===== config.mk =====
export PLATFORM = sky130hd
export DESIGN_NAME = wb_stage
export DESIGN_NICKNAME = d
export VERILOG_FILES = /design/src/rtl/wb_stage.sv
export SDC_FILE = /design/constraint.sdc
export NUM_CORES = 1
export LEC_CHECK = 0
export ABC_CLOCK_PERIOD_IN_PS = 2600
export BUFFER_PORTS_ARGS = -buffer_cell sky130_fd_sc_hd__buf_4
export CELL_PAD_IN_SITES_DETAIL_PLACEMENT = 1
export CELL_PAD_IN_SITES_GLOBAL_PLACEMENT = 1
export CORE_MARGIN = 2
export CORE_UTILIZATION = 34
export DETAILED_ROUTE_END_ITERATION = 8
export GPL_ROUTABILITY_DRIVEN = 0
export PLACE_DENSITY = 0.85
export SLEW_MARGIN = 20
export SYNTH_ARGS = -nofsm -noshare
export SYNTH_HDL_FRONTEND = slang
export SYNTH_SLANG_ARGS = --single-unit

===== constraint.sdc =====
create_clock -name clk -period 2.6 [get_ports clk]
set_input_delay 0.26 -clock clk [delete_from_list [all_inputs] [get_ports clk]]
set_output_delay 0.26 -clock clk [all_outputs]
set_load 0.05 [all_outputs]

===== src/rtl/wb_stage.sv =====
// rtl/wb_stage.sv - MIPS write-back stage with variable-latency load completion
//
// Retires ALU results straight to the register file one cycle after accept, and
// parks loads in WAIT_LD until the data memory answers, then aligns and extends
// the big-endian response word. While a load is outstanding its destination is
// published on pend_valid/pend_addr so ID can stall dependent instructions.
//
// Ports:
//   clk, rst                  clock (rising edge), asynchronous active-high reset
//   in_valid/in_ready         MEM-stage handshake; accept = in_valid && in_ready
//   in_wd, in_wreg, in_wdata  destination, write flag and ALU/move result
//   in_is_load, in_ld_type,   load flag, type (0 LB, 1 LBU, 2 LH, 3 LHU, else LW)
//   in_addr_lo                and effective address bits [1:0]
//   dmem_rvalid, dmem_rdata   load response (big-endian word)
//   flush                     abandon an outstanding load, block accept
//   we, rw, wdata             registered regfile write port
//   pend_valid, pend_addr     outstanding load destination
//   align_err, ld_timeout     one-cycle event pulses
//   retired                   retired-instruction counter (wraps)

module wb_stage #(
    parameter int LD_TIMEOUT = 16,
    parameter int CNT_W      = 32
) (
    input  logic             clk,
    input  logic             rst,
    input  logic             in_valid,
    output logic             in_ready,
    input  logic [4:0]       in_wd,
    input  logic             in_wreg,
    input  logic [31:0]      in_wdata,
    input  logic             in_is_load,
    input  logic [2:0]       in_ld_type,
    input  logic [1:0]       in_addr_lo,
    input  logic             dmem_rvalid,
    input  logic [31:0]      dmem_rdata,
    input  logic             flush,
    output logic             we,
    output logic [4:0]       rw,
    output logic [31:0]      wdata,
    output logic             pend_valid,
    output logic [4:0]       pend_addr,
    output logic             align_err,
    output logic             ld_timeout,
    output logic [CNT_W-1:0] retired
);

    typedef enum logic {
        IDLE    = 1'b0,
        WAIT_LD = 1'b1
    } state_t;

    localparam logic [2:0] LD_LB  = 3'd0;
    localparam logic [2:0] LD_LBU = 3'd1;
    localparam logic [2:0] LD_LH  = 3'd2;
    localparam logic [2:0] LD_LHU = 3'd3;

    localparam logic [7:0] TIMER_LAST = 8'(LD_TIMEOUT - 1);

    state_t           state_q, state_d;
    logic             we_q, we_d;
    logic [4:0]       rw_q, rw_d;
    logic [31:0]      wdata_q, wdata_d;
    logic             pend_valid_q, pend_valid_d;
    logic [4:0]       pend_addr_q, pend_addr_d;
    logic             align_err_q, align_err_d;
    logic             ld_timeout_q, ld_timeout_d;
    logic [CNT_W-1:0] retired_q, retired_d;
    logic             discard_q, discard_d;
    logic [7:0]       timer_q, timer_d;
    logic [4:0]       ld_wd_q, ld_wd_d;
    logic             ld_wreg_q, ld_wreg_d;
    logic [2:0]       ld_type_q, ld_type_d;
    logic [1:0]       ld_addr_q, ld_addr_d;

    logic             accept;
    logic             misaligned;
    logic [7:0]       ld_byte;
    logic [15:0]      ld_half;
    logic [31:0]      ld_value;

    assign in_ready = (state_q == IDLE) && !flush;
    assign accept   = in_valid && in_ready;

    // Alignment rule for the incoming load: bytes never fault, halves need an
    // even address, words (and unknown type codes) need a word address.
    always_comb begin
        misaligned = 1'b0;
        case (in_ld_type)
            LD_LB, LD_LBU: misaligned = 1'b0;
            LD_LH, LD_LHU: misaligned = in_addr_lo[0];
            default:       misaligned = (in_addr_lo != 2'd0);
        endcase
    end

    // Big-endian lane select: address 0 lives in the most significant byte.
    always_comb begin
        ld_byte = 8'd0;
        case (ld_addr_q)
            2'd0: ld_byte = dmem_rdata[31:24];
            2'd1: ld_byte = dmem_rdata[23:16];
            2'd2: ld_byte = dmem_rdata[15:8];
            2'd3: ld_byte = dmem_rdata[7:0];
            default: ld_byte = 8'd0;
        endcase
        ld_half = ld_addr_q[1] ? dmem_rdata[15:0] : dmem_rdata[31:16];
    end

    always_comb begin
        ld_value = dmem_rdata;
        case (ld_type_q)
            LD_LB:   ld_value = {{24{ld_byte[7]}}, ld_byte};
            LD_LBU:  ld_value = {24'd0, ld_byte};
            LD_LH:   ld_value = {{16{ld_half[15]}}, ld_half};
            LD_LHU:  ld_value = {16'd0, ld_half};
            default: ld_value = dmem_rdata;
        endcase
    end

    always_comb begin
        state_d      = state_q;
        we_d         = 1'b0;
        rw_d         = rw_q;
        wdata_d      = wdata_q;
        pend_valid_d = pend_valid_q;
        pend_addr_d  = pend_addr_q;
        align_err_d  = 1'b0;
        ld_timeout_d = 1'b0;
        retired_d    = retired_q;
        discard_d    = discard_q;
        timer_d      = timer_q;
        ld_wd_d      = ld_wd_q;
        ld_wreg_d    = ld_wreg_q;
        ld_type_d    = ld_type_q;
        ld_addr_d    = ld_addr_q;

        case (state_q)
            IDLE: begin
                // A response that belongs to an abandoned load may still arrive
                // late; swallow exactly one of them.
                if (dmem_rvalid && discard_q) begin
                    discard_d = 1'b0;
                end
                if (accept) begin
                    if (!in_is_load) begin
                        we_d      = in_wreg && (in_wd != 5'd0);
                        rw_d      = in_wd;
                        wdata_d   = in_wdata;
                        retired_d = retired_q + 1'b1;
                    end else if (misaligned) begin
                        align_err_d = 1'b1;
                        retired_d   = retired_q + 1'b1;
                    end else begin
                        state_d      = WAIT_LD;
                        pend_valid_d = 1'b1;
                        pend_addr_d  = in_wd;
                        timer_d      = 8'd0;
                        ld_wd_d      = in_wd;
                        ld_wreg_d    = in_wreg;
                        ld_type_d    = in_ld_type;
                        ld_addr_d    = in_addr_lo;
                    end
                end
            end

            WAIT_LD: begin
                timer_d = timer_q + 8'd1;
                if (flush) begin
                    state_d      = IDLE;
                    pend_valid_d = 1'b0;
                    discard_d    = 1'b1;
                end else if (dmem_rvalid && !discard_q) begin
                    state_d      = IDLE;
                    we_d         = ld_wreg_q && (ld_wd_q != 5'd0);
                    rw_d         = ld_wd_q;
                    wdata_d      = ld_value;
                    pend_valid_d = 1'b0;
                    retired_d    = retired_q + 1'b1;
                end else begin
                    // A stale response does not count as ours, so the timeout
                    // can still fire in the same cycle and re-arm discard.
                    if (dmem_rvalid) begin
                        discard_d = 1'b0;
                    end
                    if (timer_q == TIMER_LAST) begin
                        state_d      = IDLE;
                        ld_timeout_d = 1'b1;
                        pend_valid_d = 1'b0;
                        discard_d    = 1'b1;
                    end
                end
            end

            default: state_d = IDLE;
        endcase
    end

    always_ff @(posedge clk or posedge rst) begin
        if (rst) begin
            state_q      <= IDLE;
            we_q         <= 1'b0;
            rw_q         <= 5'd0;
            wdata_q      <= 32'd0;
            pend_valid_q <= 1'b0;
            pend_addr_q  <= 5'd0;
            align_err_q  <= 1'b0;
            ld_timeout_q <= 1'b0;
            retired_q    <= '0;
            discard_q    <= 1'b0;
            timer_q      <= 8'd0;
            ld_wd_q      <= 5'd0;
            ld_wreg_q    <= 1'b0;
            ld_type_q    <= 3'd0;
            ld_addr_q    <= 2'd0;
        end else begin
            state_q      <= state_d;
            we_q         <= we_d;
            rw_q         <= rw_d;
            wdata_q      <= wdata_d;
            pend_valid_q <= pend_valid_d;
            pend_addr_q  <= pend_addr_d;
            align_err_q  <= align_err_d;
            ld_timeout_q <= ld_timeout_d;
            retired_q    <= retired_d;
            discard_q    <= discard_d;
            timer_q      <= timer_d;
            ld_wd_q      <= ld_wd_d;
            ld_wreg_q    <= ld_wreg_d;
            ld_type_q    <= ld_type_d;
            ld_addr_q    <= ld_addr_d;
        end
    end

    assign we         = we_q;
    assign rw         = rw_q;
    assign wdata      = wdata_q;
    assign pend_valid = pend_valid_q;
    assign pend_addr  = pend_addr_q;
    assign align_err  = align_err_q;
    assign ld_timeout = ld_timeout_q;
    assign retired    = retired_q;

endmodule

=== Word-level counts from Yosys, hierarchy flattened ===
Cells that the tools add are included.

* Add/subtract/negate cells: 2
* Eq/ne operators: 21
* Muxes and demuxes: 57
* Bitwise operators: 2
* Reduce and logical (&&, ||, !) cells: 22

{| class="wikitable"
|+ Operator list
! cell !! count
|-
| $mux W32 || 9
|-
| $pmux W32 S2 || 2
|-
| $pmux W32 S4 || 1
|-
| $add A32 B1 Y32 const B || 1
|-
| $pmux W8 S4 || 1
|-
| $mux W1 || 29
|-
| $mux W8 || 3
|-
| $mux W5 || 4
|-
| $mux W16 || 1
|-
| $pmux W8 S2 || 1
|-
| $reduce_and A4 Y1 || 4
|-
| $eq A3 B2 Y1 const B || 4
|-
| $ne A2 B2 Y1 const B || 5
|-
| $pmux W1 S2 || 5
|-
| $pmux W5 S2 || 1
|-
| $reduce_bool A5 Y1 || 2
|-
| $add A8 B1 Y8 const B || 1
|-
| $eq A8 B4 Y1 const B || 1
|-
| $eq A3 B1 Y1 const B || 2
|-
| $logic_and A1 B1 Y1 || 6
|-
| $logic_not A3 Y1 || 2
|-
| $ne A3 B3 Y1 const B || 2
|-
| $reduce_and A3 Y1 || 2
|-
| $eq A2 B2 Y1 const B || 2
|-
| 9 further kinds || 13
|}

* Bits in registers: 94
* Input port bits: 81
* Logic and storage cells: 118

=== Longest topological paths before layout ===
* Word-level depth: 7
* Gate-level depth with buffers: 8
* Gate-level depth less buffers: 6

=== Least setup slack after synthesis ===
No wires, ideal clock.

* Kind: register to register
* Start: reg retired_q[0], in the netlist retired[0]
* End: reg retired_q[28], in the netlist retired[28]
* Arrival: 2.191 ns
* Slack: 0.328 ns
* Cell stages (with the launch flop): 8
* Path buffers: 1
* Period minus slack after synthesis: 2.272 ns
* Cell sequence: dfrtp_1 ha_1 nand3_1 a211o_1 or3b_1 buf_6 nor4_4 xor2_1

* Word-level cells in the longest chain between the ends: 5

{| class="wikitable"
|+ Ends and longest elaborated chain
! element !! line !! source
|-
| from (decl) || 68 || <nowiki>logic [CNT_W-1:0] retired_q, retired_d;</nowiki>
|-
| from (signal assigned) || 224 || <nowiki>retired_q <= retired_d;</nowiki>
|-
| $add A32 B1 Y32 (*) || 149, 152, 178 ||
|-
| $mux W32 || 150 || <nowiki>end else if (misaligned) begin</nowiki>
|-
| $mux W32 || 145 || <nowiki>if (!in_is_load) begin</nowiki>
|-
| $mux W32 || 144 || <nowiki>if (accept) begin</nowiki>
|-
| $pmux W32 S2 (*) || 137 || <nowiki>case (state_q)</nowiki>
|}

Every way passes the cells marked *; elsewhere a longest branch is shown, timed or not. The select of a mux whose other input is x is not followed.
A chain may end at the register's enable or synchronous reset.

=== Worst setup path after layout ===
* Start: reg state_q
* End: reg retired_q[28], in the netlist retired[28]

* Word-level cells in the longest chain between the ends: 5

{| class="wikitable"
|+ Ends and longest elaborated chain
! element !! line !! source
|-
| from (decl) || 60 || <nowiki>state_t state_q, state_d;</nowiki>
|-
| from (signal assigned) || 216 || <nowiki>state_q <= state_d;</nowiki>
|-
| $not A1 Y1 (no line) || n/a ||
|-
| $logic_and A1 B1 Y1 || 82 || <nowiki>assign in_ready = (state_q == IDLE) && !flush;</nowiki>
|-
| $logic_and A1 B1 Y1 || 83 || <nowiki>assign accept = in_valid && in_ready;</nowiki>
|-
| $ne A2 B2 Y1 (no line) || n/a ||
|-
| $reduce_and A4 Y1 (no line) || n/a ||
|}

Several ways; a longest one is shown, not always the timed one.

==> flow_summary_export.csv <==
group,metric,value,unit
run_status,status,"finished, final reports clean",
floorplanning,initial_core_util,0.352,
floorplanning,core_area,13300,um2
worst_hold_path,hp-class,"input port to asynchronous set/reset pin",
logic_synthesis,ys_types,44,
worst_setup_path,path_cells,"or3b_1, a211o_1, or3b_1, nor4_4, xor2_1",
logic_synthesis,ys_ff_latch,94,
sta,setup_viol,0,
global_route,grt_use_total,0.221,
logic_synthesis,synth_edf_count,0,
clock_network,htreeDepth,3,
logic_synthesis,ys.flop_type,"dfrtp_1",
drt,avgRoutedWirePerCell,19.0,um
floorplanning,die_x,122,um
logic_synthesis,yosys-top-cells-area,"dfrtp_1 (50%), nor2_1 (6.4%), nand2_1 (6.2%), a221oi_1 (4.5%), xnor2_1 (4.5%)",
sta,fin_crit,2.33,ns
sta,setup_slack,0.272,ns
power,peakVddDrop,0.000574,V
place,port_buffers,159,
sta,slew_headroom,0.472,
layout,drive_above_1_share,0.312,
place,dpl_cell_area,6130,um2
clock_network,numCtsBuffers,9,
sta,tns,0,ns
place,dp_cells,814,
clock_network,cts-root-buf,"clkbuf_16",
sta,tightest_slew,0.793,ns
run,drv_cap,0,
place,dp_hpwl,12100,um
worst_setup_path,critPathMaxStageDelay,0.52,ns
layout,fillerInstances,1532,
worst_setup_path,cpLargestDelayFamily,"simple AND/OR/NAND/NOR gates",
worst_setup_path,cp_slowest_cell,"or3b_1",
clock_network,cts_tree,"built",
worst_setup_path,critPathBufInv,0,
sta,hold_viol_final,0,
logic_synthesis,netlist_area,4690,um2
power,power.density,826,nW/um2
sta,rsz0062_at_grt,"no",
clock_network,clock_latency,0.35,ns
layout,stdcell_area,6470,um2
clock_network,ctsHoldBuffers,0,
logic_synthesis,synth.largest_area_cell,"dfrtp_1",
floorplanning,die-area,14800,um2
sta,worst_hold_slack,0.0505,ns
worst_setup_path,critical_path.most_common_cell,"or3b_1",
worst_setup_path,path_class,"register to register",
logic_synthesis,netlist_instances,493,
worst_setup_path,critical_path_arrival,2.60,ns
clock_network,clk_path_buf_depth,2,
clock_network,clkSlewWorstSetupHoldPaths,0.07,ns
logic_synthesis,syn_avg_cell_area,9.52,um2
place,pre_cts_ws,0.280,ns
layout,syn_to_final_growth,37.8,%
worst_setup_path,crit_fanout,7,
logic_synthesis,synthTopCellsByCount,"dfrtp_1 (94), nor2_1 (80), nand2_1 (77), a221oi_1 (24), xnor2_1 (24)",
sta,skew,0.00627,ns
logic_synthesis,yosysMostFrequentCell,"dfrtp_1",
floorplanning,die_h,122,um
clock_network,clock_sinks,94,
global_route,grt_pass1_wl,25200,um
layout,layout.nets,732,
clock_network,cts_setup_buffers,0,
layout,post-route-util,0.485,
layout,fin_cells,830,
sta,fmax,430,MHz
worst_setup_path,cp-start-kind,"register",
drt,drtPass1Iterations,4,
sta,slew_violations,0,
layout,diodes,0,
logic_synthesis,synth_top_area_share,0.501,
global_route,grt_pass1_vias,4839,
global_route,grt_max_degree,74,
drt,drc_errors,0,
global_route,antenna_found_initial,0,
drt,vias_per_cell,5.40,
logic_synthesis,ys_warn_count,0,
clock_network,ctsResizeCount,0,
worst_setup_path,required,2.87,ns
drt,drt_iter0_drc,247,
power,finalPower,5.34,mW
floorplanning,pin_count,160,
power,power.leakage,3.06,nW
global_route,overflow,0,
floorplanning,rows,42,
sta,fin_crit_sh,0.895,
logic_synthesis,synth-seq-area-share,0.501,
worst_setup_path,endpoint_kind,"register",
drt,routed_wl,15800,um
drt,via_count,4478,
drt,antenna_left,0,
logic_synthesis,syn_nets,576,
logic_synthesis,ys_async_sr_fraction,1.00,
worst reg2reg max path: cells and delay by family (launching register included):
kind                      cells  cell delay (ns)
xor gates and xnor gates      1             0.17
DFF                           1             0.41
and+or+nand+nor               3             1.34
AOI/OAI and AO/OA             1             0.34
final cells by class:
cell class	instances	area, um2	area share
clock inverter	6	109	0.0168
inverter	5	22.5	0.00348
multi-input combinational	367	2220	0.343
tap	176	220	0.0340
timing repair buffer	172	1320	0.203
sequential	94	2350	0.364
clock buffer	10	229	0.0354
report_power, final:
part	internal, mW	switching [mW]	leakage [nW]
registers	1.71	0.236	1.17
logic	0.645	1.26	1.72
clock network	0.940	0.558	0.167
metal layers:
metal  routed length [um]  track usage  vias up
li1                     -            -     2062
met1                 6210        0.259     2223
met2                 7680        0.374      171
met3                 1510       0.0747       22
met4                  391       0.0833        0
met5                    0            0        -
flip-flops by register name, summed over array words and instances, names as in the netlist:
name / cells
align_err: 1
discard_q: 1
ld_addr_q: 2
ld_timeout: 1
ld_type_q: 3
ld_wd_q: 5
ld_wreg_q: 1
pend_valid: 1
retired: 32
rw: 5
state_q: 1
timer_q: 8
wdata: 32
we: 1
placed cells by master (no fill, tap or decap), types with 12 or more instances in the layout:
cell,instances
nand4_1,16
nor2_1,79
dfrtp_1,93
a21oi_1,23
nand2_1,77
mux2i_1,12
a221oi_1,24
nand3_1,14
xnor2_1,24
buf_4,170
cell families (layout without fill, tap and decap cells):
| logic type | count (synthesis) | count (layout) | synth area share |
|---|---|---|---|
| and+or+nand+nor | 218 | 218 | 0.211 |
| DFF | 94 | 94 | 0.501 |
| AOI/OAI and AO/OA | 92 | 92 | 0.143 |
| xor gates and xnor gates | 34 | 34 | 0.0634 |
| buffers and inverters | 32 | 193 | 0.0291 |
| muxes | 21 | 21 | 0.0472 |
| adders and majority gates | 2 | 2 | 0.00533 |
path summary, 6_finish.rpt:
check                              start            to  slack (ns)  depth (start not counted)
setup / recovery                 state_q   retired[28]        0.27                          5
hold / removal                       rst    retired[3]        0.05                          2
setup reg to reg                 state_q   retired[28]        0.27                          5
hold reg to reg              retired[31]   retired[31]        0.48                          1
max in group asynchronous            rst         rw[1]        1.79                          3
min in group clk           in_ld_type[0]  ld_type_q[0]        0.12                          3
Note: power is estimated with default switching activity, not from simulation.
